<file path="src/rtl/aes_mix_pkg.sv">
// Shared types and GF(2^8) helpers for the sequential MixColumns engine.
package aes_mix_pkg;

  localparam logic [7:0] AES_POLY = 8'h1b;

  typedef enum logic [1:0] {
    IDLE = 2'd0,
    BUSY = 2'd1,
    DONE = 2'd2
  } mc_state_t;

  // Multiply by x (i.e. by 2) in GF(2^8), reducing by the AES polynomial
  function automatic logic [7:0] xtime(input logic [7:0] x);
    return {x[6:0], 1'b0} ^ (x[7] ? AES_POLY : 8'h00);
  endfunction

  // Number of BUSY cycles needed to cover all four columns
  function automatic int ncyc(input int cols_per_cycle);
    return 4 / cols_per_cycle;
  endfunction

endpackage

</file>
<file path="src/rtl/mix_column_word.sv">
// Combinational forward MixColumns on one 32-bit column (top row in the MSB byte).
module mix_column_word
  import aes_mix_pkg::*;
(
  input  logic [31:0] i_col,
  output logic [31:0] o_col
);

  logic [7:0] w_s0, w_s1, w_s2, w_s3;
  logic [7:0] w_x0, w_x1, w_x2, w_x3;

  assign w_s0 = i_col[31:24];
  assign w_s1 = i_col[23:16];
  assign w_s2 = i_col[15:8];
  assign w_s3 = i_col[7:0];

  assign w_x0 = xtime(w_s0);
  assign w_x1 = xtime(w_s1);
  assign w_x2 = xtime(w_s2);
  assign w_x3 = xtime(w_s3);

  // 3*s is formed as xtime(s)^s
  assign o_col[31:24] = w_x0 ^ (w_x1 ^ w_s1) ^ w_s2 ^ w_s3;
  assign o_col[23:16] = w_s0 ^ w_x1 ^ (w_x2 ^ w_s2) ^ w_s3;
  assign o_col[15:8]  = w_s0 ^ w_s1 ^ w_x2 ^ (w_x3 ^ w_s3);
  assign o_col[7:0]   = (w_x0 ^ w_s0) ^ w_s1 ^ w_s2 ^ w_x3;

endmodule

</file>
<file path="src/rtl/mix_columns_seq.sv">
// Iterative forward AES MixColumns engine, COLS_PER_CYCLE columns per clock,
// valid/ready on both sides. Optional final-round pass-through is enabled by
// defining MIXCOL_BYPASS_EN, which adds the bypass input.
module mix_columns_seq
  import aes_mix_pkg::*;
#(
  parameter int COLS_PER_CYCLE = 1
) (
  input  logic         clk,
  input  logic         rst_n,
`ifdef MIXCOL_BYPASS_EN
  input  logic         bypass,
`endif
  input  logic         in_valid,
  output logic         in_ready,
  input  logic [127:0] in_data,
  output logic         out_valid,
  input  logic         out_ready,
  output logic [127:0] out_data
);

  localparam int         NCYC     = ncyc(COLS_PER_CYCLE);
  localparam logic [2:0] STEP     = 3'(COLS_PER_CYCLE);
  localparam logic [2:0] LAST_CNT = 3'((NCYC - 1) * COLS_PER_CYCLE);

  mc_state_t      r_state;
  logic [2:0]     r_col_cnt;
  logic [127:0]   r_work;
  logic           r_out_valid;

  logic           w_in_ready;
  logic           w_accept;
  logic           w_bypass;
  logic [31:0]    w_cols      [4];
  logic [31:0]    w_next_cols [4];
  logic [31:0]    w_grp_in    [COLS_PER_CYCLE];
  logic [31:0]    w_grp_out   [COLS_PER_CYCLE];
  logic [127:0]   w_next_work;

`ifdef MIXCOL_BYPASS_EN
  assign w_bypass = bypass;
`else
  assign w_bypass = 1'b0;
`endif

  // Input side is ready in IDLE, or in DONE when the result is being taken
  always_comb begin
    w_in_ready = 1'b0;
    if (rst_n) begin
      case (r_state)
        IDLE:    w_in_ready = 1'b1;
        DONE:    w_in_ready = out_ready;
        default: w_in_ready = 1'b0;
      endcase
    end
  end

  assign in_ready  = w_in_ready;
  assign w_accept  = in_valid && w_in_ready;
  assign out_valid = r_out_valid;
  assign out_data  = r_work;

  for (genvar c = 0; c < 4; c++) begin : g_unpack
    assign w_cols[c] = r_work[127-32*c -: 32];
  end

  for (genvar g = 0; g < COLS_PER_CYCLE; g++) begin : g_word
    assign w_grp_in[g] = w_cols[r_col_cnt[1:0] + 2'(g)];
    mix_column_word u_word (
      .i_col (w_grp_in[g]),
      .o_col (w_grp_out[g])
    );
  end

  // Splice the freshly transformed column group back into the work register
  always_comb begin
    for (int c = 0; c < 4; c++) begin
      w_next_cols[c] = w_cols[c];
      for (int g = 0; g < COLS_PER_CYCLE; g++) begin
        if (2'(r_col_cnt[1:0] + 2'(g)) == 2'(c)) begin
          w_next_cols[c] = w_grp_out[g];
        end
      end
    end
    w_next_work = {w_next_cols[0], w_next_cols[1], w_next_cols[2], w_next_cols[3]};
  end

  // Control FSM: accept, iterate over column groups, hold result until taken
  always_ff @(posedge clk) begin
    if (!rst_n) begin
      r_state     <= IDLE;
      r_col_cnt   <= 3'd0;
      r_work      <= '0;
      r_out_valid <= 1'b0;
    end else begin
      case (r_state)
        IDLE: begin
          if (w_accept) begin
            r_work    <= in_data;
            r_col_cnt <= 3'd0;
            if (w_bypass) begin
              r_state     <= DONE;
              r_out_valid <= 1'b1;
            end else begin
              r_state <= BUSY;
            end
          end
        end
        BUSY: begin
          r_work    <= w_next_work;
          r_col_cnt <= r_col_cnt + STEP;
          if (r_col_cnt == LAST_CNT) begin
            r_state     <= DONE;
            r_out_valid <= 1'b1;
          end
        end
        DONE: begin
          if (out_ready) begin
            if (in_valid) begin
              r_work    <= in_data;
              r_col_cnt <= 3'd0;
              if (w_bypass) begin
                r_state     <= DONE;
                r_out_valid <= 1'b1;
              end else begin
                r_state     <= BUSY;
                r_out_valid <= 1'b0;
              end
            end else begin
              r_state     <= IDLE;
              r_out_valid <= 1'b0;
            end
          end
        end
        default: begin
          r_state     <= IDLE;
          r_out_valid <= 1'b0;
        end
      endcase
    end
  end

endmodule
</file>
<file path="config.mk">
export PLATFORM = sky130hd
export DESIGN_NAME = mix_columns_seq
export DESIGN_NICKNAME = d
export VERILOG_FILES = /design/src/rtl/aes_mix_pkg.sv /design/src/rtl/mix_column_word.sv /design/src/rtl/mix_columns_seq.sv
export SDC_FILE = /design/constraint.sdc
export NUM_CORES = 1
export LEC_CHECK = 0
export BUFFER_PORTS_ARGS = -buffer_cell sky130_fd_sc_hd__buf_4
export CAP_MARGIN = 30
export CORE_AREA = 2 2 175 108
export CTS_CLUSTER_DIAMETER = 60
export CTS_CLUSTER_SIZE = 25
export DETAILED_ROUTE_END_ITERATION = 16
export DIE_AREA = 0 0 177 110
export PLACE_DENSITY = 0.89
export SYNTH_ARGS = -nofsm -noshare
export SYNTH_HDL_FRONTEND = slang
export SYNTH_SLANG_ARGS = --single-unit
</file>
<file path="constraint.sdc">
create_clock -name clk -period 2.6 [get_ports clk]
set_clock_uncertainty 0.2 [all_clocks]
set_input_delay 0.52 -clock clk [delete_from_list [all_inputs] [get_ports clk]]
set_output_delay 0.52 -clock clk [all_outputs]
set_load 0.01 [all_outputs]
</file>
==> metrics.md, run 1 <==
| Metric | Value |
|---|---|
| Run status | finished, violations left |
| Failing checks | negative setup slack |
| Maximum fanout along the worst path | 6 |
| Clk_lat worst skew | 0.43 ns |
| Vias | 9506 |
| Final Hold Slack | 0.199 ns |
| Grt met1 use | 46.1% |
| Period utilization | 108% |
| Pwr dens | 791 nW/µm² |
| Final hold vios | 0 |
| Sequential-to-total area share from yosys stat | 32.5% |
| Top Usage Layer GRT | met2 |
| Fin util | 66.8% |
| Critical path capture point type | flop |
| Worst Path Arrival | 2.89 ns |
| Slew Viols, Final | 0 |
| Total global-route track usage | 35.0% |
| Number of max-cap violations | 0 |
| FF-to-FF Start | r_col_cnt[0] |
| Setup WS post-layout | -0.202 ns |
| Capturing point of the worst reg2reg path | out_data[57] |
| Flop-to-flop setup slack | -0.20 ns |
| Pre-antenna DRT Iters | 6 |
| Core region area | 17800 µm² |
| Worst Setup Start Kind | flop |
| Critical setup path kind | reg -> reg |
| CTS clk-pin slew, worst paths | 0.06 ns |
| Largest net degree at the start of global routing | 83 |
| Initial Util | 46.3% |
| Initial antenna violation count | 0 |
| Hold Crit Depth | 3 |
| # diodes | 0 |
| Peak Freq | 0.357 GHz |
| GR Layer Usage met3 | 12.9% |
| Worst Hold Launch | in_data[53] |
| Routed Antenna Nets | 0 |
| Vias in the first global route | 8959 |
| Die Width | 177 µm |
| Layout cells sized above 1 | 46.9% |
| Buffers on Ports | 261 |
| Avg Synthesized Cell Area | 10.3 µm² |
| Yosys warning count | 0 |
| Leak pwr | 5.34 nW |
| Seq cells post-synth | 134 |
| Final min period | 2.80 ns |
| Final nets | 1208 |
| Number of placement rows | 38 |
| First-pass GRT wire length | 51.6 mm |
| Chip Height | 110 µm |
| Fraction of registers with async set/reset | 0% |
| Global routing met2 resource utilization | 51.3% |
| Distinct cells, synth | 43 |
| Die area | 19500 µm² |
| H-tree level count | 4 |
| Synthesized Nets | 941 |
| Avg Vias per Cell | 7.18 |
| Clock Sinks | 134 |
| Final HPWL DP | 23.6 mm |
| WL final | 37.7 mm |
| EDFF count, synth | 0 |
| RSZ-0062 raised after global routing | yes |
| Setup violators final | 62 |
| Worst R2R Path Depth | 6 |
| DRC | 0 |
| Max Buffers Root-to-Sink | 2 |
| Hold Crit Class | in -> reg |
| Least-Margin Pin Slew | 0.937 ns |
| Post-Syn Area | 8250 µm² |
| Hold Buf Count CTS | 0 |
| Worst slew margin | 37.5% |
| Req. time, crit path | 2.68 ns |
| Grt ovf | 0 |
| Area Growth Syn to Fin | 44.3% |
| Root Driver | clkbuf_16 |
| DRT iter0 DRCs | 1756 |
| Top Ports | 262 |
| Dominant synthesized flop cell | dfxtp_1 |
| Post-synthesis cell count | 804 |
| Final Wtd Congestion | 0.921 |
| Total CTS buffers | 17 |
| Max rail drop VDD | 526 µV |
| Worst hold endpoint | out_data[53] |
| CP Launch Point | r_col_cnt[0] |
| Per-cell routed wire length | 28.5 µm |
| Clock tree from TritonCTS | done |
[routing by layer]
layer | vias up | share of wire, % | routed length [µm]
li1 | 3744 | - | -
met1 | 4456 | 37 | 13900
met2 | 1066 | 42 | 15900
met3 | 240 | 15 | 5750
met4 | 0 | 5.7 | 2140
met5 | - | 0 | 0
[layout by cell type (no fill, tap or decap), types with 4 or more instances in the layout]
cell	instances
ha_1	5
buf_4	328
clkbuf_16	17
xnor3_1	29
dfxtp_1	132
inv_1	4
mux4_2	31
o21a_1	4
o31ai_1	128
a221oi_2	26
xor2_1	8
xnor3_2	12
a41oi_2	18
a221oi_1	18
or3_4	18
nor2_1	51
nand3_1	17
nand2_1	87
buf_6	9
a21oi_4	4
and3_1	4
a41oi_1	62
buf_12	7
[critical path, stage by stage (launching register included)]
cell and delay, ns:
dfxtp_4 0.41, buf_12 0.15, mux4_2 0.56, buf_4 0.20, xor2_4 0.23, xnor3_2 0.44, a221oi_1 0.46
[worst max-delay path by stage]
stage,to,slack (ns),cells past startpoint
final,out_data[57],-0.20,6
after floorplan,out_data[34],0.04,6
after global placement,out_data[27],-0.04,5
after CTS,out_data[97],-0.06,6
after global routing,out_data[57],-0.23,5
after detailed placement,out_data[121],-0.12,5
[cell families after synthesis]
kind of cell	synth area share, %
flip-flops	32.5
buffers and inverters	5.47
AO/OA/AOI/OAI	27.1
XOR/XNOR	14.6
AND/OR/NAND/NOR	10.5
multiplexers	9.01
adder cells (fa/ha/maj)	0.758
[cell usage after synthesis (2+ instances only)]
master,number,area [µm²]
mux4_1,6,158
nor2b_1,4,25.0
and3_1,4,25.0
nand3b_1,2,15.0
xor3_1,2,47.6
nand3_1,20,100
o21a_1,4,30.0
buf_4,2,15.0
o21ai_0,3,15.0
buf_1,2,7.51
inv_1,4,15.0
xor2_2,2,32.5
ha_1,5,62.6
a21oi_1,7,35.0
xnor2_4,2,55.1
buf_6,5,56.3
a21boi_0,2,15.0
xor2_1,12,105
a211oi_1,4,30.0
xnor2_2,2,32.5
o31ai_1,128,961
a221oi_1,36,315
nand2_1,87,327
xnor3_1,40,901
dfxtp_1,134,2680
nor2_1,51,191
clkbuf_1,82,308
or3_1,21,131
a221oi_2,8,120
a41oi_1,80,701
buf_2,3,15.0
mux4_2,26,586
or2_2,4,25.0
[sequential cells by signal, summed over array words and instances, names as in the netlist]
signal and flops:
out_data 128, out_valid 1, r_col_cnt 3, r_state 2
[cell type report]
class,count,area [µm²]
clock buffers,21,470
clock inverters,11,124
fillers,1254,5920
inverters,4,15.0
multi-input cells,570,5600
flip-flops and latches,134,2690
well taps,240,300
repair buffers,344,2700
[report_power, final]
| group | leakage (nW) | switching, mW | total, mW | internal [mW] |
|---|---|---|---|---|
| Sequential | 1.11 | 0.256 | 2.54 | 2.28 |
| Combinational | 3.95 | 2.31 | 4.41 | 2.10 |
| Clock | 0.285 | 0.982 | 2.47 | 1.49 |
[metrics by stage]
stage                     setup TNS (ns)  instances  total power [mW]  setup slack [ns]  instance area [µm²]
after floorplan                        0        804              4.77            0.0417                 8250
after global placement            -0.145       1269              6.09           -0.0370                10700
after detailed placement           -2.08       1269              6.17            -0.124                10700
after CTS                         -0.219       1311              8.77           -0.0588                11400
after global routing               -6.57       1324              9.58            -0.233                11900
final                              -3.05       1324              9.42            -0.202                11900
[repair_timing]
item / 4_1_cts / 5_1_grt
resized for setup: 30 / 67
setup endpoints to repair: 100 / 114
setup buffers: 10 / 13
pin swaps: 8 / 23
Note: power is estimated with default switching activity, not from simulation.
==> run 2: changes to the inputs <==
==> constraint.sdc (replaced) <==
create_clock -name clk -period 2.6 [get_ports clk]
set_clock_uncertainty 0.2 [all_clocks]
set_input_delay 0.39 -clock clk [delete_from_list [all_inputs] [get_ports clk]]
set_output_delay 0.39 -clock clk [all_outputs]
set_load 0.01 [all_outputs]
==> run 2 against run 1 <==
Effect of this change:
- the flow still finishes with violations (negative setup slack)
- highest routed layer unchanged
- sequential share of layout area rose by 0.090 points
- routed wire length rose by 1.9%
- via count rose by 0.89%
- largest power group unchanged
- final area fell by 0.40%
- flip-flop and latch count did not move
==> metrics.md, run 2 (same netlist as run 1, synthesis figures left out) <==
| Metric | Value |
|---|---|
| Final Wtd Congestion | 0.953 (+3.5%) |
| Clock Sinks | 134 (unchanged) |
| Flop-to-flop setup slack | -0.39 ns (-0.18 ns) |
| Vias | 9591 (+0.89%) |
| NetSw | 3.54 mW (about the same) |
| Worst Path Arrival | 3.06 ns (+0.17 ns) |
| Peak Freq | 0.335 GHz (-6.1%) |
| Worst hold endpoint | r_state[1] |
| Number of placement rows | 38 (unchanged) |
| Max rail drop VDD | 533 µV (+1.3%) |
| Worst path bufs/invs | 1 (-1) |
| Hold Buf Count CTS | 0 (unchanged) |
| Layout cells sized above 1 | 45.7% (-1.2 points) |
| CP Cell Sequence | buf_6 > mux4_2 > xor3_1 > xnor3_2 > a221oi_2 |
| Maximum fanout along the worst path | 9 (+3) |
| Initial Util | 46.3% (unchanged) |
| Failing checks | negative setup slack |
| Worst Setup Start Kind | flop |
| Final HPWL DP | 23.7 mm (+0.57%) |
| Hold Crit Class | in -> reg |
| Worst Hold Launch | out_ready |
| DRT iter0 DRCs | 1863 (+6.1%) |
| Routed Antenna Nets | 0 (unchanged) |
| Least-Margin Pin Slew | 0.917 ns (-0.0201 ns) |
| Period utilization | 115% (+7.1 points) |
| FF-to-FF Start | r_col_cnt[0] |
| Final nets | 1207 (-0.083%) |
| Critical setup path kind | reg -> reg |
| Total CTS buffers | 17 (unchanged) |
| Critical path capture point type | flop |
| Commonest non-fill, non-tap cells in the layout | buf_4, dfxtp_1, o31ai_1 |
| Number of max-cap violations | 0 (unchanged) |
| Crit path max-delay family | XOR/XNOR gates |
| Clk_lat worst skew | 0.43 ns (about the same) |
| Die area | 19500 µm² (unchanged) |
| Core region area | 17800 µm² (unchanged) |
| Largest net degree at the start of global routing | 85 (+2.4%) |
| Clock tree from TritonCTS | done |
| Final hold vios | 0 (unchanged) |
| Top Ports | 262 (unchanged) |
| Die Width | 177 µm (unchanged) |
| Initial antenna violation count | 0 (unchanged) |
| Cell Int Power | 6.05 mW (+3.0%) |
| First-pass GRT wire length | 51.4 mm (-0.40%) |
| Capturing point of the worst reg2reg path | out_data[59] |
| Logic pwr share | 45.3% (-1.5 points) |
| Pre-antenna DRT Iters | 8 (+2) |
| Grt ovf | 0 (unchanged) |
| Switch share | 37.0% (-0.71 points) |
| Vias in the first global route | 8779 (-2.0%) |
| Run status | finished, violations left |
| DRC | 0 (unchanged) |
| Commonest non-fill, non-tap cell in the layout | buf_4 |
| Final Hold Slack | 0.0672 ns (-0.132 ns) |
| Root Driver | clkbuf_16 |
| Total global-route track usage | 34.8% (-0.18 points) |
| Sequential Power Share | 26.6% (-0.3 points) |
| Max reg flops | 128 (unchanged) |
| Hold Crit Depth | 3 (unchanged) |
| Clock network power share | 28.1% (+1.9 points) |
| Metal2 WL | 15.9 mm (about the same) |
| Critical Path Slowest Stage Cell | mux4_2 |
| WL final | 38.4 mm (+1.9%) |
| Design area | 11900 µm² (-0.40%) |
| Buffers on Ports | 261 (unchanged) |
| DP Area | 10700 µm² (about the same) |
| Req. time, crit path | 2.67 ns (about the same) |
| RSZ-0062 raised after global routing | yes |
| Max Buffers Root-to-Sink | 2 (unchanged) |
| Worst stage delay on the critical path | 0.62 ns (+0.06 ns) |
| Avg Vias per Cell | 7.25 (+0.97%) |
| # diodes | 0 (unchanged) |
| Setup violators final | 80 (+29%) |
| Chip Height | 110 µm (unchanged) |
| Leak pwr | 5.33 nW (about the same) |
| Slew Viols, Final | 0 (unchanged) |
| Power Total | 9.59 mW (+1.8%) |
| CTS clk-pin slew, worst paths | 0.06 ns (about the same) |
| Met3 WL post-DR | 6.44 mm (+12%) |
| Worst R2R Path Depth | 5 (-1) |
| Top routing layer used | met4 |
| H-tree level count | 4 (unchanged) |
| Final min period | 2.99 ns (+0.183 ns) |
| M1 WL | 13.9 mm (+0.14%) |
| Per-cell routed wire length | 29.0 µm (+2.0%) |
| Worst slew margin | 38.9% (+1.3 points) |
| Setup WS post-layout | -0.386 ns (-0.183 ns) |
| Pwr dens | 809 nW/µm² (+2.2%) |
| Area Growth Syn to Fin | 43.7% |
run 2: cell count changes in the layout (fill, tap and decap cells not counted), sizes merged:
cell,delta
clkbuf,+1
clkinv,-3
buf,-1
bufinv,+2
run 2: stage by stage:
| stage | instances | utilization, % | setup WS (ns) | TNS [ns] |
|---|---|---|---|---|
| after floorplan | 804 | - | 0.0417 | 0 |
| after global placement | 1270 | 59.7 | -0.0267 | -0.136 |
| after detailed placement | 1270 | 59.7 | -0.0769 | -1.40 |
| after CTS | 1307 | 64.1 | -0.0387 | -0.100 |
| after global routing | 1323 | 66.5 | -0.383 | -8.35 |
| final | 1323 | 66.5 | -0.386 | -4.92 |
run 2: metal layers:
| metal | global-route usage (%) | vias to the layer above |
|---|---|---|
| met5 | 0 | - |
| li1 | - | 3732 |
| met1 | 47.2 | 4523 |
| met2 | 50.6 | 1085 |
| met3 | 12.8 | 251 |
| met4 | 13.8 | 0 |
run 2: final cells by class:
cell class | count | area [µm²]
fill | 1229 | 5970
tap | 240 | 300
sequential | 134 | 2690
clock inverter | 10 | 169
timing repair buffer | 343 | 2680
multi-input combinational | 570 | 5530
clock buffer | 22 | 474
inverter | 4 | 15.0
run 2: worst max-delay path by stage:
stage                 startpoint            to  slack [ns]  cells after the start
global placement    r_col_cnt[0]  out_data[51]       -0.03                      5
finish              r_col_cnt[0]  out_data[59]       -0.39                      5
global route        r_col_cnt[0]  out_data[59]       -0.38                      5
floorplan           r_col_cnt[0]  out_data[34]        0.04                      6
detailed placement  r_col_cnt[1]  out_data[25]       -0.08                      5
CTS                 r_col_cnt[0]  out_data[33]       -0.04                      6
run 2: power groups by stage:
stage               combinational (mW)  sequential (mW)  clock (mW)
finish                            4.34             2.55        2.70
global route                      4.43             2.56        2.75
CTS                               3.75             2.52        2.64
detailed placement                3.60             2.55           0
global placement                  3.54             2.56           0
floorplan                         2.21             2.56           0
run 2: what timing repair did:
item | CTS | global route
pin swaps | 4 | 16
setup endpoints to repair | 89 | 121
setup buffers | 5 | 16
gates resized for setup | 25 | 61
run 2: worst register-to-register path, cell delays in order, from the launching register on:
cell and delay [ns]:
dfxtp_4 0.42, buf_6 0.18, mux4_2 0.63, xor3_1 0.42, xnor3_2 0.48, a221oi_2 0.50
